--- config.mk ---
export PLATFORM = sky130hd
export DESIGN_NAME = alu_flags
export DESIGN_NICKNAME = d
export VERILOG_FILES = /design/src/rtl/alu_pkg.sv /design/src/rtl/and_tree.sv /design/src/rtl/flag_calc.sv /design/src/rtl/alu_flags.sv
export SDC_FILE = /design/constraint.sdc
export NUM_CORES = 1
export LEC_CHECK = 0
export ABC_AREA = 1
export CORE_UTILIZATION = 50
export CTS_CLUSTER_DIAMETER = 200
export CTS_CLUSTER_SIZE = 16
export DETAILED_ROUTE_END_ITERATION = 10
export PLACE_DENSITY = 0.8
export SLEW_MARGIN = 10
export SYNTH_ARGS = -nofsm -noshare
export SYNTH_HDL_FRONTEND = slang
export SYNTH_SLANG_ARGS = --single-unit
--- constraint.sdc ---
create_clock -name clk -period 1.9 [get_ports clk]
set_clock_uncertainty 0.2 [all_clocks]
set_input_delay 0.285 -clock clk [delete_from_list [all_inputs] [get_ports clk]]
set_output_delay 0.285 -clock clk [all_outputs]
set_load 0.005 [all_outputs]
--- src/rtl/alu_pkg.sv ---
// alu_pkg: shared definitions for the ALU status-flag stage.
//   FLAG_N/Z/C/V - bit positions of each flag inside alu_flags_t
//   alu_flags_t  - packed {N, Z, C, V} flag vector
package alu_pkg;

    localparam int FLAG_N = 3;
    localparam int FLAG_Z = 2;
    localparam int FLAG_C = 1;
    localparam int FLAG_V = 0;

    typedef logic [3:0] alu_flags_t;

endpackage

--- src/rtl/and_tree.sv ---
// and_tree: W-input AND reduction.
//   din_i  [w-1:0] - bits to reduce
//   y_o            - 1 when every bit of din_i is 1
module and_tree #(
    parameter int w = 8
) (
    input  logic [w-1:0] din_i,
    output logic         y_o
);

    assign y_o = &din_i;

endmodule

--- src/rtl/flag_calc.sv ---
// flag_calc: combinational N/Z/C/V derivation for one ALU result.
//   res_i       - ALU result
//   a_msb_i     - operand A sign bit
//   b_msb_i     - operand B sign bit before any subtract inversion
//   cout_i      - adder carry-out (not-borrow on subtract)
//   op_arith_i  - 1 for add/sub, 0 for logic/shift
//   op_sub_i    - 1 for subtract (only meaningful with op_arith_i)
//   c_hold_i    - C of the last arithmetic op, reused by logic ops
//   v_hold_i    - V of the last arithmetic op, reused by logic ops
//   flags_o     - {N, Z, C, V}
module flag_calc
    import alu_pkg::*;
#(
    parameter int W = 16
) (
    input  logic [W-1:0] res_i,
    input  logic         a_msb_i,
    input  logic         b_msb_i,
    input  logic         cout_i,
    input  logic         op_arith_i,
    input  logic         op_sub_i,
    input  logic         c_hold_i,
    input  logic         v_hold_i,
    output alu_flags_t   flags_o
);

    logic [W-1:0] res_n;
    logic         zero;
    logic         sign_flip;
    logic         ovf;

    // Zero detect: all bits of the inverted result are 1 exactly when res is 0.
    assign res_n = ~res_i;

    and_tree #(.w(W)) u_zero (
        .din_i (res_n),
        .y_o   (zero)
    );

    // Overflow needs the result sign to differ from A. For add the operands
    // must share a sign; for subtract the raw (uninverted) B must differ.
    assign sign_flip = (res_i[W-1] != a_msb_i);
    assign ovf       = op_sub_i ? ((a_msb_i != b_msb_i) & sign_flip)
                                : ((a_msb_i == b_msb_i) & sign_flip);

    always_comb begin
        flags_o         = '0;
        flags_o[FLAG_N] = res_i[W-1];
        flags_o[FLAG_Z] = zero;
        if (op_arith_i) begin
            flags_o[FLAG_C] = cout_i;
            flags_o[FLAG_V] = ovf;
        end else begin
            flags_o[FLAG_C] = c_hold_i;
            flags_o[FLAG_V] = v_hold_i;
        end
    end

endmodule

--- src/rtl/alu_flags.sv ---
// alu_flags: two-stage registered status-flag stage after the ALU.
// S1 captures the raw ALU outputs, S2 holds the result plus {N,Z,C,V}.
// Full throughput with valid/ready on both sides.
//   clk, rst_n            - clock, asynchronous active-low reset
//   in_valid / in_ready   - upstream handshake
//   res, a_msb, b_msb,
//   cout, op_arith, op_sub - ALU result and side information
//   out_valid / out_ready - downstream handshake
//   res_q                 - registered result
//   flags                 - {N, Z, C, V}
//   sticky, sticky_clr    - {C_s, V_s} accumulators and their clear
//                           (only when ALU_FLAGS_STICKY_EN is defined)
module alu_flags
    import alu_pkg::*;
#(
    parameter int W = 16
) (
    input  logic         clk,
    input  logic         rst_n,
    input  logic         in_valid,
    output logic         in_ready,
    input  logic [W-1:0] res,
    input  logic         a_msb,
    input  logic         b_msb,
    input  logic         cout,
    input  logic         op_arith,
    input  logic         op_sub,
    output logic         out_valid,
    input  logic         out_ready,
    output logic [W-1:0] res_q,
    output alu_flags_t   flags
`ifdef ALU_FLAGS_STICKY_EN
    ,
    output logic [1:0]   sticky,
    input  logic         sticky_clr
`endif
);

    logic         s1_valid_q;
    logic [W-1:0] s1_res_q;
    logic         s1_a_msb_q;
    logic         s1_b_msb_q;
    logic         s1_cout_q;
    logic         s1_arith_q;
    logic         s1_sub_q;

    logic [1:0]   cv_hold_q;
    logic [1:0]   cv_hold_d;
    alu_flags_t   flags_calc;

    logic         s1_load;
    logic         s1_adv;
    logic         s2_adv;

    assign s2_adv   = !out_valid | out_ready;
    assign s1_adv   = s1_valid_q & s2_adv;
    assign in_ready = !s1_valid_q | s2_adv;
    assign s1_load  = in_valid & in_ready;

    // ---- Stage 1: capture raw ALU outputs ----
    always_ff @(posedge clk or negedge rst_n) begin
        if (!rst_n) begin
            s1_valid_q <= 1'b0;
            s1_res_q   <= '0;
            s1_a_msb_q <= 1'b0;
            s1_b_msb_q <= 1'b0;
            s1_cout_q  <= 1'b0;
            s1_arith_q <= 1'b0;
            s1_sub_q   <= 1'b0;
        end else if (s1_load) begin
            s1_valid_q <= 1'b1;
            s1_res_q   <= res;
            s1_a_msb_q <= a_msb;
            s1_b_msb_q <= b_msb;
            s1_cout_q  <= cout;
            s1_arith_q <= op_arith;
            s1_sub_q   <= op_sub;
        end else if (s1_adv) begin
            s1_valid_q <= 1'b0;
        end
    end

    flag_calc #(.W(W)) u_flag_calc (
        .res_i      (s1_res_q),
        .a_msb_i    (s1_a_msb_q),
        .b_msb_i    (s1_b_msb_q),
        .cout_i     (s1_cout_q),
        .op_arith_i (s1_arith_q),
        .op_sub_i   (s1_sub_q),
        .c_hold_i   (cv_hold_q[1]),
        .v_hold_i   (cv_hold_q[0]),
        .flags_o    (flags_calc)
    );

    // Only arithmetic ops refresh the C/V seen by later logic ops.
    assign cv_hold_d = s1_arith_q ? {flags_calc[FLAG_C], flags_calc[FLAG_V]}
                                  : cv_hold_q;

    // ---- Stage 2: result, flags and C/V hold ----
    always_ff @(posedge clk or negedge rst_n) begin
        if (!rst_n) begin
            out_valid <= 1'b0;
            res_q     <= '0;
            flags     <= '0;
            cv_hold_q <= '0;
        end else if (s2_adv) begin
            out_valid <= s1_valid_q;
            if (s1_valid_q) begin
                res_q     <= s1_res_q;
                flags     <= flags_calc;
                cv_hold_q <= cv_hold_d;
            end
        end
    end

`ifdef ALU_FLAGS_STICKY_EN
    logic [1:0] sticky_q;
    logic [1:0] sticky_d;

    // Set has priority over clear so an event landing on a clear is kept.
    always_comb begin
        sticky_d = sticky_clr ? 2'b00 : sticky_q;
        if (s1_adv) begin
            sticky_d = sticky_d | {flags_calc[FLAG_C], flags_calc[FLAG_V]};
        end
    end

    always_ff @(posedge clk or negedge rst_n) begin
        if (!rst_n) begin
            sticky_q <= 2'b00;
        end else begin
            sticky_q <= sticky_d;
        end
    end

    assign sticky = sticky_q;
`endif

endmodule
==> results.md, run 1 <==
- Total iterations of the first detailed-routing run: 4
- CP bufs+invs: 1
- Share of layout cells above drive strength 1: roughly 7.5%
- Max Fclk: 557 MHz
- Ant. Diodes: 0
- Core Rows: 21
- Die W: 61.4 microns
- Initial antenna violation count: 0
- CTS max path bufs: 2
- Iteration-0 DRC Markers: 79
- Crit path launch type: flip-flop
- Die Span Y: about 61 microns
- Layout net count: 265
- Cell with the most instances after synthesis: dfrtp_1
- Total die area: 3770 sq um
- Setup TNS: 0 ns
- Avg WL per Cell: about 12 microns
- CTS root buf: clkbuf_4
- Vias: 1385
- CTS tree: done
- Mapped cell area: 1770 sq um
- Initial Util: between 50% and 60%
- Top-area cell type share of the netlist area: 62.3%
- Fin. max-slew vios: 0
- Vias per cell: just under 5
- Min Tclk post-route: 1.80 ns
- Status: complete, no violations
- Logic pwr share: between 20% and 30%
- Largest delay share family, worst path: buffers and inverters
- Cell taking the most area after synthesis: dfrtp_1
- Inserted Clock Buffers: 5
- Fillers: 288
- RSZ-0062 raised after global routing: no
- Crit path cell chain: clkdlybuf4s50_1
- Final worst path period share: 94.5%
- Mapped Nets: ~210
- Post-synth top cells: dfrtp_1 (44), nand2_1 (40), nor2_1 (25)
- Crit-path slowest cell: clkdlybuf4s50_1
- Leakage power: 1.12 nW
- Worst Setup End Kind: output port
- Yosys reg bits: 44
- Vias in the first global route: 1295
- Mean Syn Cell Area: 9.40 sq um
- Global route overflow: 0
- Detailed placement HPWL: 2540 microns
- Crit Path Category: reg2out
- Cell Int Power: 1.73 mW
- CP Data Required Time: 1.41 ns
- Power per cell area: 1050 nW/um^2
- Post-CTS Setup Bufs: 0
- Reg area: 1100 sq um
- Endpoints failing setup: 0
- ANT nets after route: 0
- Area Growth Syn to Fin: 32.2%
- Critical path peak fanout: 3
- Multi-input gate area: between 500 and 600 sq um
- WP data arrival: 1.31 ns
- Final WL: approximately 3400 microns
- H-tree Lvls: 2
- Core ar.: 3360 sq um
- Gr usage total: between 20% and 30%
- Largest net degree at the start of global routing: 40
- Worst vdd ir: 601 uV
- Mapped Cells: 188
- Final Hold Fails: 0
- Yosys warning count: 0
- HP Class: in2async
- DRC viols: 0
- Main flop type after synthesis: dfrtp_1
- Sink Count: 44
- Final Power: 2.45 mW
- Gpl congestion: 0.697
- Reg power frac: 51.9%
- Max Cap Viol: 0
- First-pass GRT wire length: 5640 microns
- Final cell count without fillers: approximately 290
- Async set or reset register ratio after synthesis: 100%
- Rel. slew slack: 66.4%
- Number of synthesized flops with an enable pin: 0
- Cell variety after synth: 17
- Worst-Margin Slew: 0.504 ns
- I/O Pins: 47
- Placed cells: about 280
- Sw Ratio: 29.4%
- Sequential share of the synthesized area: 62.3%
- Max incr delay on CP: roughly 0.54 ns
- Area contributors post-synth: dfrtp_1 (62%), nand2_1 (8.5%), a21oi_1 (5.7%)
- Clk_lat worst skew: between 0.3 and 0.4 ns
- Clock power share: 19.1%
- Switching pwr: ~0.7 mW
- Clock transition at the registers of the reported paths: 0.13 ns
- # port buffers: 46
[timing repair]
action                                  in CTS  in global routing
hold endpoints to repair                    22                  0
hold buffers                                 1                  0
endpoints found under the setup margin       0                  1
gates resized for setup                      0                  1
[per-layer routing]
layer | track usage [%] | up-vias | routed length [microns]
li1 | - | 697 | -
met5 | 0 | - | 0
met4 | 9.52 | 0 | 38
met1 | 25.5 | 657 | 1510
met3 | 5.04 | 4 | 112
met2 | 37.4 | 27 | 1780
[state kept, by name, summed over array words and instances, names as in the netlist]
register and cells:
res_q 16, s1_res_q 16, flags 3, cv_hold_q 2, out_valid 1, s1_a_msb_q 1
s1_arith_q 1, s1_b_msb_q 1, s1_cout_q 1, s1_sub_q 1, s1_valid_q 1
[worst paths after layout]
kind | start | to | slack (ns) | depth (start not counted)
setup / recovery | out_valid$_DFFE_PN0P_ | out_valid | 0.10 | 1
hold / removal | rst_n | s1_b_msb_q$_DFFE_PN0P_ | 0.22 | 2
setup reg to reg | out_valid$_DFFE_PN0P_ | s1_sub_q$_DFFE_PN0P_ | 0.43 | 5
hold reg to reg | s1_cout_q$_DFFE_PN0P_ | s1_cout_q$_DFFE_PN0P_ | 0.28 | 2
max in group asynchronous | rst_n | res_q[10]$_DFFE_PN0P_ | 0.70 | 3
min in group clk | s1_cout_q$_DFFE_PN0P_ | s1_cout_q$_DFFE_PN0P_ | 0.28 | 2
[cells in the final DEF, fill, tap and decap left out]
cell type / n
dlymetal6s2s_1: 1
nor2_1: 25
nand2_4: 1
clkbuf_4: 5
clkdlybuf4s50_1: 44
clkbuf_1: 1
dfrtp_1: 44
inv_1: 18
buf_2: 1
nand4_1: 1
nand2_1: 40
o21ai_0: 16
a21oi_1: 20
nand3_1: 11
inv_2: 1
dlygate4sd3_1: 1
clkbuf_8: 1
nand2_2: 1
clkinvlp_4: 1
nand3_4: 1
buf_4: 6
mux2i_1: 1
[logic make-up (layout without fill, tap and decap cells)]
logic type / after synthesis / after routing / share of synthesized area [%]
buffers and inverters: 27 / 80 / 7.65
flip-flops: 44 / 44 / 62.3
AND/OR/NAND/NOR: 80 / 80 / 19.3
AO/OA/AOI/OAI: 36 / 36 / 10.2
multiplexers: 1 / 1 / 0.567
[cell type report]
| type | instances | share of cell area (%) |
|---|---|---|
| sequential | 44 | 47.1 |
| multi-input combinational | 117 | 22.7 |
| timing repair buffer | 53 | 22.0 |
| inverter | 19 | 3.05 |
| tap | 46 | 2.46 |
| clock buffer | 7 | 2.36 |
| clock inverter | 1 | 0.321 |
[power groups by stage]
stage	logic (mW)	clock network, mW	registers [mW]
after floorplan	0.301	0	1.28
after global placement	0.693	0	1.28
after detailed placement	0.718	0	1.29
after CTS	0.722	0.472	1.27
after global routing	0.809	0.536	1.30
final	0.710	0.468	1.27
[stage by stage]
stage          setup slack, ns  utilization [%]  hold WS, ns  cell area, sq um
6_report                 0.105             69.5        0.217              2340
5_1_grt                 0.0556             69.5        0.244              2340
4_1_cts                 0.0414             69.4        0.236              2330
3_5_place_dp            0.0360             67.2       0.0837              2260
3_3_place_gp            0.0647             67.2       0.0888              2260
2_1_floorplan            0.657                -       -0.211              1770
Note: power is estimated with default switching activity, not from simulation.
==> run 2: changes to the inputs <==
--- a/config.mk
+++ b/config.mk
@@ -5,12 +5,11 @@
 export SDC_FILE = /design/constraint.sdc
 export NUM_CORES = 1
 export LEC_CHECK = 0
-export ABC_AREA = 1
 export CORE_UTILIZATION = 50
 export CTS_CLUSTER_DIAMETER = 200
 export CTS_CLUSTER_SIZE = 16
 export DETAILED_ROUTE_END_ITERATION = 10
-export PLACE_DENSITY = 0.8
+export PLACE_DENSITY = 0.79
 export SLEW_MARGIN = 10
 export SYNTH_ARGS = -nofsm -noshare
 export SYNTH_HDL_FRONTEND = slang
==> run 2 against run 1 <==
Non-clock buffer count rose by 1. Via count shrank 19%. Die area rose by 8.2%. Setup slack better by 0.088 ns. Area after synthesis is 8.5% higher. Final area is 8.7% higher. First-iteration DRC count down 51%. Combinational power shrank 3.4%. Hold slack gained 0.056 ns.
==> results.md, run 2 <==
- Yosys warning count: 0 (unchanged)
- Post-CTS Setup Bufs: 0 (unchanged)
- Core ar.: 3660 sq um (+8.9%)
- Die W: 63.9 microns (+4.0%)
- Area contributors post-synth: dfrtp_1 (57%), mux2_4 (23%), mux2_2 (5.9%)
- Clock transition at the registers of the reported paths: 0.08 ns (-0.05 ns)
- Die Span Y: 63.9 microns (+4.0%)
- Global route overflow: 0 (unchanged)
- Number of synthesized flops with an enable pin: 0 (unchanged)
- First-pass GRT wire length: 5880 microns (+4.1%)
- RSZ-0062 raised after global routing: no
- HP Class: in2async
- Mapped cell area: 1920 sq um (+8.5%)
- Most frequent cells in the layout: dfrtp_1 (44), clkdlybuf4s50_1 (44), mux2_4 (29)
- Mapped Cells: 114 (-39%)
- I/O Pins: 47 (unchanged)
- H-tree Lvls: 2 (unchanged)
- Gr usage total: 20.0% (-1.5 points)
- Area Growth Syn to Fin: 32.5%
- Mean Syn Cell Area: 16.8 sq um (+79%)
- Ant. Diodes: 0 (unchanged)
- Status: complete, no violations
- Max Cap Viol: 0 (unchanged)
- Mapped Nets: 139 (-35%)
- Post-synth top cells: dfrtp_1 (44), mux2_4 (29), mux2_2 (10)
- Worst Setup SP: out_valid$_DFFE_PN0P_
- Min Tclk post-route: 1.71 ns (-0.0878 ns)
- Crit path cell chain: clkdlybuf4s50_1
- Leakage power: 1.14 nW (+2.3%)
- ANT nets after route: 0 (unchanged)
- Top-area cell type share of the netlist area: 57.4% (-4.9 points)
- Crit Path Category: reg2out
- Clk_lat worst skew: 0.30 ns (-0.04 ns)
- Main flop type after synthesis: dfrtp_1
- Core Util, Final: 69.4% (-0.079 points)
- CP bufs+invs: 1 (unchanged)
- DRC viols: 0 (unchanged)
- Detailed placement HPWL: 2630 microns (+3.2%)
- Total iterations of the first detailed-routing run: 2 (-2)
- Cell with the most instances after synthesis: dfrtp_1
- Max Fclk: 586 MHz (+5.1%)
- Largest delay share family, worst path: buffers and inverters
- CP Capture Point: out_valid
- CP Data Required Time: 1.41 ns (about the same)
- WP data arrival: 1.22 ns (-0.09 ns)
- Cell variety after synth: 21 (+4)
- Critical path peak fanout: 3 (unchanged)
- Initial Util: 52.4% (-0.17 points)
- Worst-Margin Slew: 0.480 ns (-0.0235 ns)
- Layout net count: 194 (-27%)
- Sink Count: 44 (unchanged)
- # port buffers: 46 (unchanged)
- Vias per cell: 5.14 (+6.6%)
- CTS max path bufs: 2 (unchanged)
- Inserted Clock Buffers: 5 (unchanged)
- Endpoints failing setup: 0 (unchanged)
- Rel. slew slack: 68.0% (+1.6 points)
- Max incr delay on CP: 0.52 ns (-0.02 ns)
- Biggest regs: res_q (16), s1_res_q (16), flags (3)
- CTS tree: done
- Vias: 1121 (-19%)
- CTS root buf: clkbuf_8
- Worst vdd ir: 609 uV (+1.2%)
- R2R Setup Slk: 0.40 ns (-0.03 ns)
- Reg2reg start: out_valid$_DFFE_PN0P_
- Setup TNS: 0 ns (unchanged)
- Largest net degree at the start of global routing: 25 (-38%)
- Worst Setup End Kind: output port
- Crit-path slowest cell: clkdlybuf4s50_1
- Vias in the first global route: 1209 (-6.6%)
- Final worst path period share: 89.9% (-4.6 points)
- R2r worst-path depth: 3 (-2)
- Final WL: 3540 microns (+2.9%)
- Worst R2R End: res_q[11]$_DFFE_PN0P_
- Levels on crit path: 1 (unchanged)
- Total die area: 4090 sq um (+8.2%)
- Core Rows: 22 (+4.8%)
- Iteration-0 DRC Markers: 39 (-51%)
- Async set or reset register ratio after synthesis: 100% (unchanged)
- Initial antenna violation count: 0 (unchanged)
- Share of layout cells above drive strength 1: 33.5% (+26 points)
- Gpl congestion: 0.762 (+9.4%)
- Yosys reg bits: 44 (unchanged)
- Fin. max-slew vios: 0 (unchanged)
- Power per cell area: 1000 nW/um^2 (-4.6%)
- Crit path launch type: flip-flop
- Avg WL per Cell: 16.3 microns (+35%)
- Sequential share of the synthesized area: 57.4% (-4.9 points)
- Cell taking the most area after synthesis: dfrtp_1
- Final Hold Fails: 0 (unchanged)
==> run 2: power breakdown <==
group | internal [mW] | switching, mW | leakage (nW)
Clock | 0.295 | 0.301 | 0.0445
Sequential | 1.12 | 0.135 | 0.516
Combinational | 0.493 | 0.193 | 0.583
==> run 2: cells by family after synthesis <==
family                 count (synthesis)  share of synthesized area [%]
AO/OA/AOI/OAI                          4                           1.31
XOR/XNOR                               1                          0.457
buffers and inverters                  8                           4.18
flip-flops                            44                           57.4
multiplexers                          42                           30.2
AND/OR/NAND/NOR                       15                           6.46
==> run 2: what timing repair did <==
| item | CTS | global route |
|---|---|---|
| endpoints found under the hold margin | 20 | 0 |
| gates resized for setup | 1 | 0 |
| setup endpoints to repair | 1 | 0 |
| hold buffers | 1 | 0 |
==> run 2: worst min-delay path by stage <==
| stage | startpoint | slack (ns) | end |
|---|---|---|---|
| 2_1_floorplan | rst_n | -0.21 | cv_hold_q[0]$_DFFE_PN0P_ |
| 3_3_place_gp | rst_n | 0.05 | flags[1]$_DFFE_PN0P_ |
| 3_5_place_dp | rst_n | 0.07 | flags[1]$_DFFE_PN0P_ |
| 4_1_cts | rst_n | 0.28 | flags[1]$_DFFE_PN0P_ |
| 5_1_grt | rst_n | 0.32 | flags[0]$_DFFE_PN0P_ |
| 6_report | rst_n | 0.27 | flags[0]$_DFFE_PN0P_ |
==> run 2: layer usage <==
layer	part of all wire [%]	global-route usage, %	vias to the layer above
li1	-	-	511
met1	42	24.1	566
met2	51	32.8	32
met3	3.9	4.11	12
met4	3.2	12.2	0
met5	0	0	-
==> run 2: final cells by class <==
class	instances	area, sq um
tap	48	60.1
sequential	44	1100
clock buffer	7	86.3
timing repair buffer	54	542
fill	259	1120
multi-input combinational	62	736
inverter	2	7.51
clock inverter	1	7.51
==> run 2: per-stage QoR <==
step / power [mW] / setup WS (ns) / instances / hold slack [ns] / cell area [sq um]
2_1_floorplan: 1.61 / 0.440 / 114 / -0.211 / 1920
3_3_place_gp: 1.94 / 0.0260 / 209 / 0.0539 / 2440
3_5_place_dp: 1.97 / 0.00123 / 209 / 0.0740 / 2440
4_1_cts: 2.57 / 0.180 / 218 / 0.283 / 2540
5_1_grt: 2.68 / 0.141 / 218 / 0.324 / 2540
6_report: 2.54 / 0.193 / 218 / 0.273 / 2540
